## config.mk

```make
export PLATFORM = sky130hd
export DESIGN_NAME = mem1_scrub_arb_flat
export DESIGN_NICKNAME = d
export VERILOG_FILES = /design/src/rtl/mem1_pkg.sv /design/src/rtl/mem1_scrub_arb_if.sv /design/src/rtl/mem1_parity_chk.sv /design/src/rtl/mem1_scrub_arb.sv /design/src/flat_wrapper.sv
export SDC_FILE = /design/constraint.sdc
export NUM_CORES = 1
export LEC_CHECK = 0
export ABC_AREA = 0
export BUFFER_PORTS_ARGS = -buffer_cell sky130_fd_sc_hd__buf_2
export CELL_PAD_IN_SITES_DETAIL_PLACEMENT = 1
export CELL_PAD_IN_SITES_GLOBAL_PLACEMENT = 1
export CORE_AREA = 2 2 63 65
export DETAILED_ROUTE_END_ITERATION = 12
export DIE_AREA = 0 0 65 67
export PLACE_DENSITY = 0.84
export SYNTH_ARGS = -nofsm -noshare
export SYNTH_HDL_FRONTEND = slang
export SYNTH_SLANG_ARGS = --single-unit
```

## constraint.sdc

```tcl
create_clock -name clk -period 4.4 [get_ports clk]
set_input_delay 1.1 -clock clk [delete_from_list [all_inputs] [get_ports clk]]
set_output_delay 1.1 -clock clk [all_outputs]
set_load 0.01 [all_outputs]
```

## src/rtl/mem1_pkg.sv

```systemverilog
// Shared types and helpers for the parity-scrubbing ROM arbiter.
package mem1_pkg;

    // Default geometry of the lookup ROM: 8 entries of 8 bits.
    localparam int IDX_W_DEF  = 3;
    localparam int DATA_W_DEF = 8;

    // Widest data word the parity helper accepts; narrower words are zero-extended,
    // which leaves the XOR reduction unchanged.
    localparam int PAR_MAX_W  = 64;

    // Arbiter states. Host reads interleave with the two-phase scrub walk.
    typedef enum logic [2:0] {
        ST_IDLE       = 3'd0,
        ST_HOST_RD    = 3'd1,
        ST_HOST_ACK   = 3'd2,
        ST_SCRUB_ADDR = 3'd3,
        ST_SCRUB_CHK  = 3'd4
    } state_e;

    // Even parity over {data, parity}: an odd number of ones is an error.
    function automatic logic even_parity_err(input logic [PAR_MAX_W-1:0] data,
                                             input logic                 parity);
        return (^data) ^ parity;
    endfunction

endpackage

```

## src/rtl/mem1_scrub_arb_if.sv

```systemverilog
// Bundle of ROM, host-read and scrub-control signals around the arbiter.
//
// Handshakes:
//   host: the requester raises host_req with host_idx and holds both stable
//         until it sees host_ack; host_ack is a one-cycle pulse and
//         host_data/host_perr are valid in that cycle. Dropping host_req in
//         the ack cycle is allowed and does not start a second read.
//   scrub: scrub_start is a one-cycle pulse; it is accepted only while
//         scrub_busy is low. scrub_busy stays high until the cycle in which
//         scrub_done pulses; err_count/first_err_idx are stable from then on.
interface mem1_scrub_arb_if import mem1_pkg::*; #(
    parameter int IDX_W  = IDX_W_DEF,
    parameter int DATA_W = DATA_W_DEF
) ();

    logic [IDX_W-1:0]  mem_index;
    logic [DATA_W-1:0] mem_data;
    logic              mem_parity;

    logic              host_req;
    logic [IDX_W-1:0]  host_idx;
    logic              host_ack;
    logic [DATA_W-1:0] host_data;
    logic              host_perr;

    logic              scrub_start;
    logic              scrub_busy;
    logic              scrub_done;
    logic [IDX_W:0]    err_count;
    logic [IDX_W-1:0]  first_err_idx;

    // Arbiter side.
    modport slave (
        output mem_index,
        input  mem_data, mem_parity,
        input  host_req, host_idx,
        output host_ack, host_data, host_perr,
        input  scrub_start,
        output scrub_busy, scrub_done, err_count, first_err_idx
    );

    // Environment side: ROM plus host and scrub controllers.
    modport master (
        input  mem_index,
        output mem_data, mem_parity,
        output host_req, host_idx,
        input  host_ack, host_data, host_perr,
        output scrub_start,
        input  scrub_busy, scrub_done, err_count, first_err_idx
    );

endinterface

```

## src/rtl/mem1_parity_chk.sv

```systemverilog
// Combinational even-parity checker shared by the host and scrub paths.
module mem1_parity_chk import mem1_pkg::*; #(
    parameter int DATA_W = DATA_W_DEF
) (
    input  logic [DATA_W-1:0] data_i,
    input  logic              parity_i,
    output logic              err_o
);

    logic [PAR_MAX_W-1:0] data_ext;

    // Zero-extend to the helper's fixed width; extra zeros do not alter parity.
    always_comb begin
        data_ext               = '0;
        data_ext[DATA_W-1:0]   = data_i;
    end

    assign err_o = even_parity_err(data_ext, parity_i);

endmodule

```

## src/rtl/mem1_scrub_arb.sv

```systemverilog
// Arbiter sharing one ROM index port between host reads and a parity scrubber.
// Host reads win whenever the scrubber is between entries; a suspended scrub
// resumes at the entry it was about to address.
module mem1_scrub_arb import mem1_pkg::*; #(
    parameter int IDX_W  = IDX_W_DEF,
    parameter int DATA_W = DATA_W_DEF
) (
    input  logic             clk,
    input  logic             rst,
    mem1_scrub_arb_if.slave  bus,
    output state_e           dbg_state_o
);

    localparam int               DEPTH    = 1 << IDX_W;
    localparam logic [IDX_W-1:0] LAST_IDX = IDX_W'(DEPTH - 1);

    state_e            state_q,     state_d;
    logic [IDX_W-1:0]  mem_index_q, mem_index_d;
    logic [DATA_W-1:0] host_data_q, host_data_d;
    logic              host_perr_q, host_perr_d;
    logic              busy_q,      busy_d;
    logic              done_q,      done_d;
    logic [IDX_W:0]    err_cnt_q,   err_cnt_d;
    logic [IDX_W-1:0]  first_err_q, first_err_d;
    logic [IDX_W-1:0]  scan_ptr_q,  scan_ptr_d;
    logic              pend_q,      pend_d;

    logic              par_err;
    logic              start_acc;

    // One checker observes whatever entry mem_index currently selects.
    mem1_parity_chk #(.DATA_W(DATA_W)) u_par (
        .data_i   (bus.mem_data),
        .parity_i (bus.mem_parity),
        .err_o    (par_err)
    );

    // A start pulse only counts while no scrub is running or queued.
    assign start_acc = bus.scrub_start && !busy_q;

    // State register and all datapath registers, cleared asynchronously.
    always_ff @(posedge clk or posedge rst) begin
        if (rst) begin
            state_q     <= ST_IDLE;
            mem_index_q <= '0;
            host_data_q <= '0;
            host_perr_q <= 1'b0;
            busy_q      <= 1'b0;
            done_q      <= 1'b0;
            err_cnt_q   <= '0;
            first_err_q <= '0;
            scan_ptr_q  <= '0;
            pend_q      <= 1'b0;
        end else begin
            state_q     <= state_d;
            mem_index_q <= mem_index_d;
            host_data_q <= host_data_d;
            host_perr_q <= host_perr_d;
            busy_q      <= busy_d;
            done_q      <= done_d;
            err_cnt_q   <= err_cnt_d;
            first_err_q <= first_err_d;
            scan_ptr_q  <= scan_ptr_d;
            pend_q      <= pend_d;
        end
    end

    // Next-state and register updates; everything holds unless a state moves it.
    always_comb begin
        state_d     = state_q;
        mem_index_d = mem_index_q;
        host_data_d = host_data_q;
        host_perr_d = host_perr_q;
        busy_d      = busy_q;
        done_d      = 1'b0;
        err_cnt_d   = err_cnt_q;
        first_err_d = first_err_q;
        scan_ptr_d  = scan_ptr_q;
        pend_d      = pend_q;

        case (state_q)
            ST_IDLE: begin
                if (bus.host_req) begin
                    state_d     = ST_HOST_RD;
                    mem_index_d = bus.host_idx;
                    // Start arriving with a host read is queued behind it.
                    if (start_acc) begin
                        pend_d = 1'b1;
                        busy_d = 1'b1;
                    end
                end else if (start_acc || pend_q) begin
                    state_d     = ST_SCRUB_ADDR;
                    err_cnt_d   = '0;
                    first_err_d = '0;
                    scan_ptr_d  = '0;
                    busy_d      = 1'b1;
                    pend_d      = 1'b0;
                end
            end

            ST_HOST_RD: begin
                host_data_d = bus.mem_data;
                host_perr_d = par_err;
                state_d     = ST_HOST_ACK;
                if (start_acc) begin
                    pend_d = 1'b1;
                    busy_d = 1'b1;
                end
            end

            ST_HOST_ACK: begin
                // host_req is deliberately not looked at here: the requester
                // may still be holding it during the ack cycle.
                if (start_acc || pend_q) begin
                    state_d     = ST_SCRUB_ADDR;
                    err_cnt_d   = '0;
                    first_err_d = '0;
                    scan_ptr_d  = '0;
                    busy_d      = 1'b1;
                    pend_d      = 1'b0;
                end else if (busy_q) begin
                    state_d = ST_SCRUB_ADDR;
                end else begin
                    state_d = ST_IDLE;
                end
            end

            ST_SCRUB_ADDR: begin
                if (bus.host_req) begin
                    state_d     = ST_HOST_RD;
                    mem_index_d = bus.host_idx;
                end else begin
                    state_d     = ST_SCRUB_CHK;
                    mem_index_d = scan_ptr_q;
                end
            end

            ST_SCRUB_CHK: begin
                if (par_err) begin
                    err_cnt_d = err_cnt_q + 1'b1;
                    if (err_cnt_q == '0) begin
                        first_err_d = scan_ptr_q;
                    end
                end
                if (scan_ptr_q == LAST_IDX) begin
                    // Last entry checked: pointer stays put, no wrap-around.
                    state_d = ST_IDLE;
                    done_d  = 1'b1;
                    busy_d  = 1'b0;
                end else begin
                    scan_ptr_d = scan_ptr_q + 1'b1;
                    state_d    = ST_SCRUB_ADDR;
                end
            end

            default: begin
                state_d = ST_IDLE;
            end
        endcase
    end

    assign bus.mem_index     = mem_index_q;
    assign bus.host_ack      = (state_q == ST_HOST_ACK);
    assign bus.host_data     = host_data_q;
    assign bus.host_perr     = host_perr_q;
    assign bus.scrub_busy    = busy_q;
    assign bus.scrub_done    = done_q;
    assign bus.err_count     = err_cnt_q;
    assign bus.first_err_idx = first_err_q;
    assign dbg_state_o       = state_q;

endmodule
```

## src/flat_wrapper.sv

```systemverilog
// flat-port wrapper written by rule: the top's interface ports become plain ports
module mem1_scrub_arb_flat import mem1_pkg::*;
#(
    parameter int IDX_W  = IDX_W_DEF,
    parameter int DATA_W = DATA_W_DEF
)
  (clk, rst, dbg_state_o, bus_mem_index, bus_mem_data, bus_mem_parity, bus_host_req, bus_host_idx, bus_host_ack, bus_host_data, bus_host_perr, bus_scrub_start, bus_scrub_busy, bus_scrub_done, bus_err_count, bus_first_err_idx);
  mem1_scrub_arb_if #(.IDX_W(IDX_W), .DATA_W(DATA_W)) bus_i ();
  input  logic clk;
  input  logic rst;
  output state_e dbg_state_o;
  output wire logic [$bits(bus_i.mem_index)-1:0] bus_mem_index;
  input wire logic [$bits(bus_i.mem_data)-1:0] bus_mem_data;
  input wire logic [$bits(bus_i.mem_parity)-1:0] bus_mem_parity;
  input wire logic [$bits(bus_i.host_req)-1:0] bus_host_req;
  input wire logic [$bits(bus_i.host_idx)-1:0] bus_host_idx;
  output wire logic [$bits(bus_i.host_ack)-1:0] bus_host_ack;
  output wire logic [$bits(bus_i.host_data)-1:0] bus_host_data;
  output wire logic [$bits(bus_i.host_perr)-1:0] bus_host_perr;
  input wire logic [$bits(bus_i.scrub_start)-1:0] bus_scrub_start;
  output wire logic [$bits(bus_i.scrub_busy)-1:0] bus_scrub_busy;
  output wire logic [$bits(bus_i.scrub_done)-1:0] bus_scrub_done;
  output wire logic [$bits(bus_i.err_count)-1:0] bus_err_count;
  output wire logic [$bits(bus_i.first_err_idx)-1:0] bus_first_err_idx;
  assign bus_mem_index = bus_i.mem_index;
  assign bus_i.mem_data = bus_mem_data;
  assign bus_i.mem_parity = bus_mem_parity;
  assign bus_i.host_req = bus_host_req;
  assign bus_i.host_idx = bus_host_idx;
  assign bus_host_ack = bus_i.host_ack;
  assign bus_host_data = bus_i.host_data;
  assign bus_host_perr = bus_i.host_perr;
  assign bus_i.scrub_start = bus_scrub_start;
  assign bus_scrub_busy = bus_i.scrub_busy;
  assign bus_scrub_done = bus_i.scrub_done;
  assign bus_err_count = bus_i.err_count;
  assign bus_first_err_idx = bus_i.first_err_idx;
  mem1_scrub_arb #(.IDX_W(IDX_W), .DATA_W(DATA_W)) u_core (.clk(clk), .rst(rst), .bus(bus_i), .dbg_state_o(dbg_state_o));
endmodule
```

==> results.md <==
- CTS H-tree lvls: 1
- Worst Setup Slack, final: 1.96 ns
- CTS buffer count: 3
- Post-Synth Adder-Cell Area: ~3.4%
- Post-synth top area share: between 40 and 50%
- Multi-input logic area: ~720 µm²
- Slowest stage delay, CP: about 0.63 ns
- Placed insts: 238
- Async SR Flop Fraction: 100%
- Via density: roughly 5.2
- EDFF count, synth: 0
- Max Cap Violations: 0
- Element type at the critical path start: flop
- Leakage: approximately 0.90 nW
- Relative slew slack: 27.5%
- Clk_skew: 0.00410 ns
- Seq. cell area: about 700 µm²
- Cell area after synthesis: 0.00146 mm²
- First-pass GRT wire length: between 6000 and 7000 µm
- Largest net degree at the start of global routing: 29
- Top cells by instance count after synthesis: nand2_1, dfrtp_1, nor2_1
- Die W: about 65 µm
- Synth warn: 0
- Total wire length: roughly 3700 µm
- Post-Layout Cell Count: 241
- Hpwl dp: 2870 µm
- Synth Area in XOR/XNOR: under 10%
- Final setup vio count: 0
- DP Worst Slack: between 1.5 and 2 ns
- Period Utilization, post-route: a little under three fifths
- Clk_lat worst skew: about 0.28 ns
- Routed Antenna Nets: 0
- FF+latch count, synth: 28
- Seq/Total Area, Yosys: between 40% and 50%
- Min cycle time layout: 2.44 ns
- Top cells by area, synth: dfrtp_1, nand2_1, ha_1
- Ports: 41
- Drc violations: 0
- Root Buffer Master: clkbuf_8
- GRT Total Usage: between 10% and 20%
- CTS Sinks: 28
- Worst vdd ir: 0.227 mV
- Layout area overhead: 19.5%
- Post-CTS Resized: 0
- Post-placement cell area: ~0.0017 mm²
- IO Port Bufs: 40
- Die height: ~67 µm
- WL per Instance: approximately 15 µm
- Critical Path AT: about 1.3 ns
- M1 WL: about 1500 µm
- Synthesized area per cell: between 9 and 10 µm²
- Worst-path maximum fanout: 15
- Setup Buffers After CTS: 0
- Core Area: 0.00361 mm²
- Vias in the first global route: 1383
- Count leader, synth: nand2_1
- Biggest area consumer among synthesized cells: dfrtp_1
- Fillers: 443
- Std-Cell Rows: 22
- WL met3: 183 µm
- Setup TNS: 0 ns
- Hold Path Class: reg2reg
- Final hold vios: 0
- Core Util, Final: about half
- Hold WS: roughly 0.48 ns
- Crit path required time: around 3.3 ns
- Synth Area in Compound Gates: 11.6%
- # diodes: 0
- Nets@finish: around 220
- Syn Inst Count: around 150
- Syn nets: approximately 170
- DR iter-0 viols: 28
- Initial antenna violation count: 0
- DIE AREA: between 0.004 and 0.005 mm²
- Post-synthesis cell type count: 34
- Routed vias: roughly 1300
- CTS max path bufs: 2
- Power per cell area: approximately 640 mW/mm²
- Cell chain of the critical path: nor2_1 > and2_1 > buf_2
- CP Class: reg2out
- Post-route design area: between 0.0015 and 0.002 mm²
- Clk pin slew, worst setup/hold paths: roughly 0.1 ns
- Worst slew pin tran: ~1.1 ns
- Final RePlAce weighted congestion: roughly 0.77
- First-pass DRT Iterations: 4
- Final Slew Violations: 0
- Status: finished, final reports clean
- Prevailing post-synth register cell: dfrtp_1
- Highest metal used: met4
- Overflow after GRT: 0
- Synth Area in Simple Gates: a little under a quarter
- Crit-path slowest cell: dfrtp_1
- CTS tree: built
- Multiplexer area fraction after synthesis: between 4 and 5%
- Largest family of logic cells by synthesized area: simple AND/OR/NAND/NOR gates
- Hold Buf Count CTS: 0
- Design Power: ~1.1 mW
- Met2 wire length: 1920 µm
- Share of cells above drive strength 1: between 20 and 30%
- Initial core utilization: about two fifths
- Achievable Freq: about 400 MHz
- Crit. End Element: output port
- Unrepaired setup endpoints after global routing: no
-- sequential cells by signal (all words and copies together) (netlist names) --
name and flops:
u_core.dbg_state_o 3, u_core.pend_q 1, u_core.bus.host_data 8, u_core.bus.first_err_idx 3
u_core.bus.err_count 4, u_core.bus.scrub_busy 1, u_core.bus.scrub_done 1, u_core.scan_ptr_q 3
u_core.bus.mem_index 3, u_core.bus.host_perr 1
-- path summary, 6_finish.rpt --
path | start | to | slack [ns] | depth (start not counted)
worst min register to register | u_core.bus.host_data[7] | u_core.bus.host_data[7] | 0.48 | 2
min in group asynchronous | rst | u_core.bus.host_data[7] | 1.08 | 2
worst min-delay path | u_core.bus.host_data[7] | u_core.bus.host_data[7] | 0.48 | 2
worst max-delay path | u_core.dbg_state_o[0] | bus_host_ack | 1.96 | 3
max in group asynchronous | rst | u_core.bus.mem_index[1] | 2.67 | 2
worst max register to register | u_core.dbg_state_o[0] | u_core.bus.mem_index[2] | 2.47 | 4
-- metal layers --
metal,GRT usage (%),vias to the layer above
met4,9.84,0
met3,4.73,10
li1,-,599
met1,20.4,619
met2,35.4,36
met5,0,-
-- worst max-delay path: cells and delay by family (launching register included) --
kind	cells	cell delay (ns)
buffers and inverters	1	0.13
flip-flops	1	0.63
AND/OR/NAND/NOR	2	0.28
-- area by class of cell --
cell class	count	area share, %
multi-input cells	115	41.1
flip-flops and latches	28	40.1
repair buffers	40	11.5
well taps	48	3.44
clock buffers	3	2.37
inverters	7	1.51
-- logic make-up (layout without fill, tap and decap cells) --
logic type,count (synthesis),after routing
XOR/XNOR,7,7
flip-flops,28,28
adder cells (fa/ha/maj),4,4
buffers and inverters,11,50
multiplexers,6,6
AND/OR/NAND/NOR,74,74
AO/OA/AOI/OAI,24,24
-- cells in the final DEF, fill, tap and decap left out, drive strengths merged --
cell type and instances:
nand2 42, nor2 8, nand2b 3, xor2 2, mux2i 5, o21ai 7
a21oi 2, o211ai 3, xnor3 1, ha 4, or4 2, and2 2
a21o 3, xnor2 4, nor2b 5, a22o 2, o21a 1, or2 1
mux2 1, inv 7, a21boi 1, a221o 3, o31ai 1, and3 1
clkbuf 3, a31o 1, nand3 5, nor4 1, dfrtp 28, buf 40
nor3 4
-- power breakdown --
group	leakage (nW)	internal [mW]	switching, mW
logic	0.523	0.215	0.282
registers	0.352	0.362	0.109
clock network	0.0216	0.0616	0.0810
total	0.897	0.639	0.472
(Power assumes the default switching activity.)
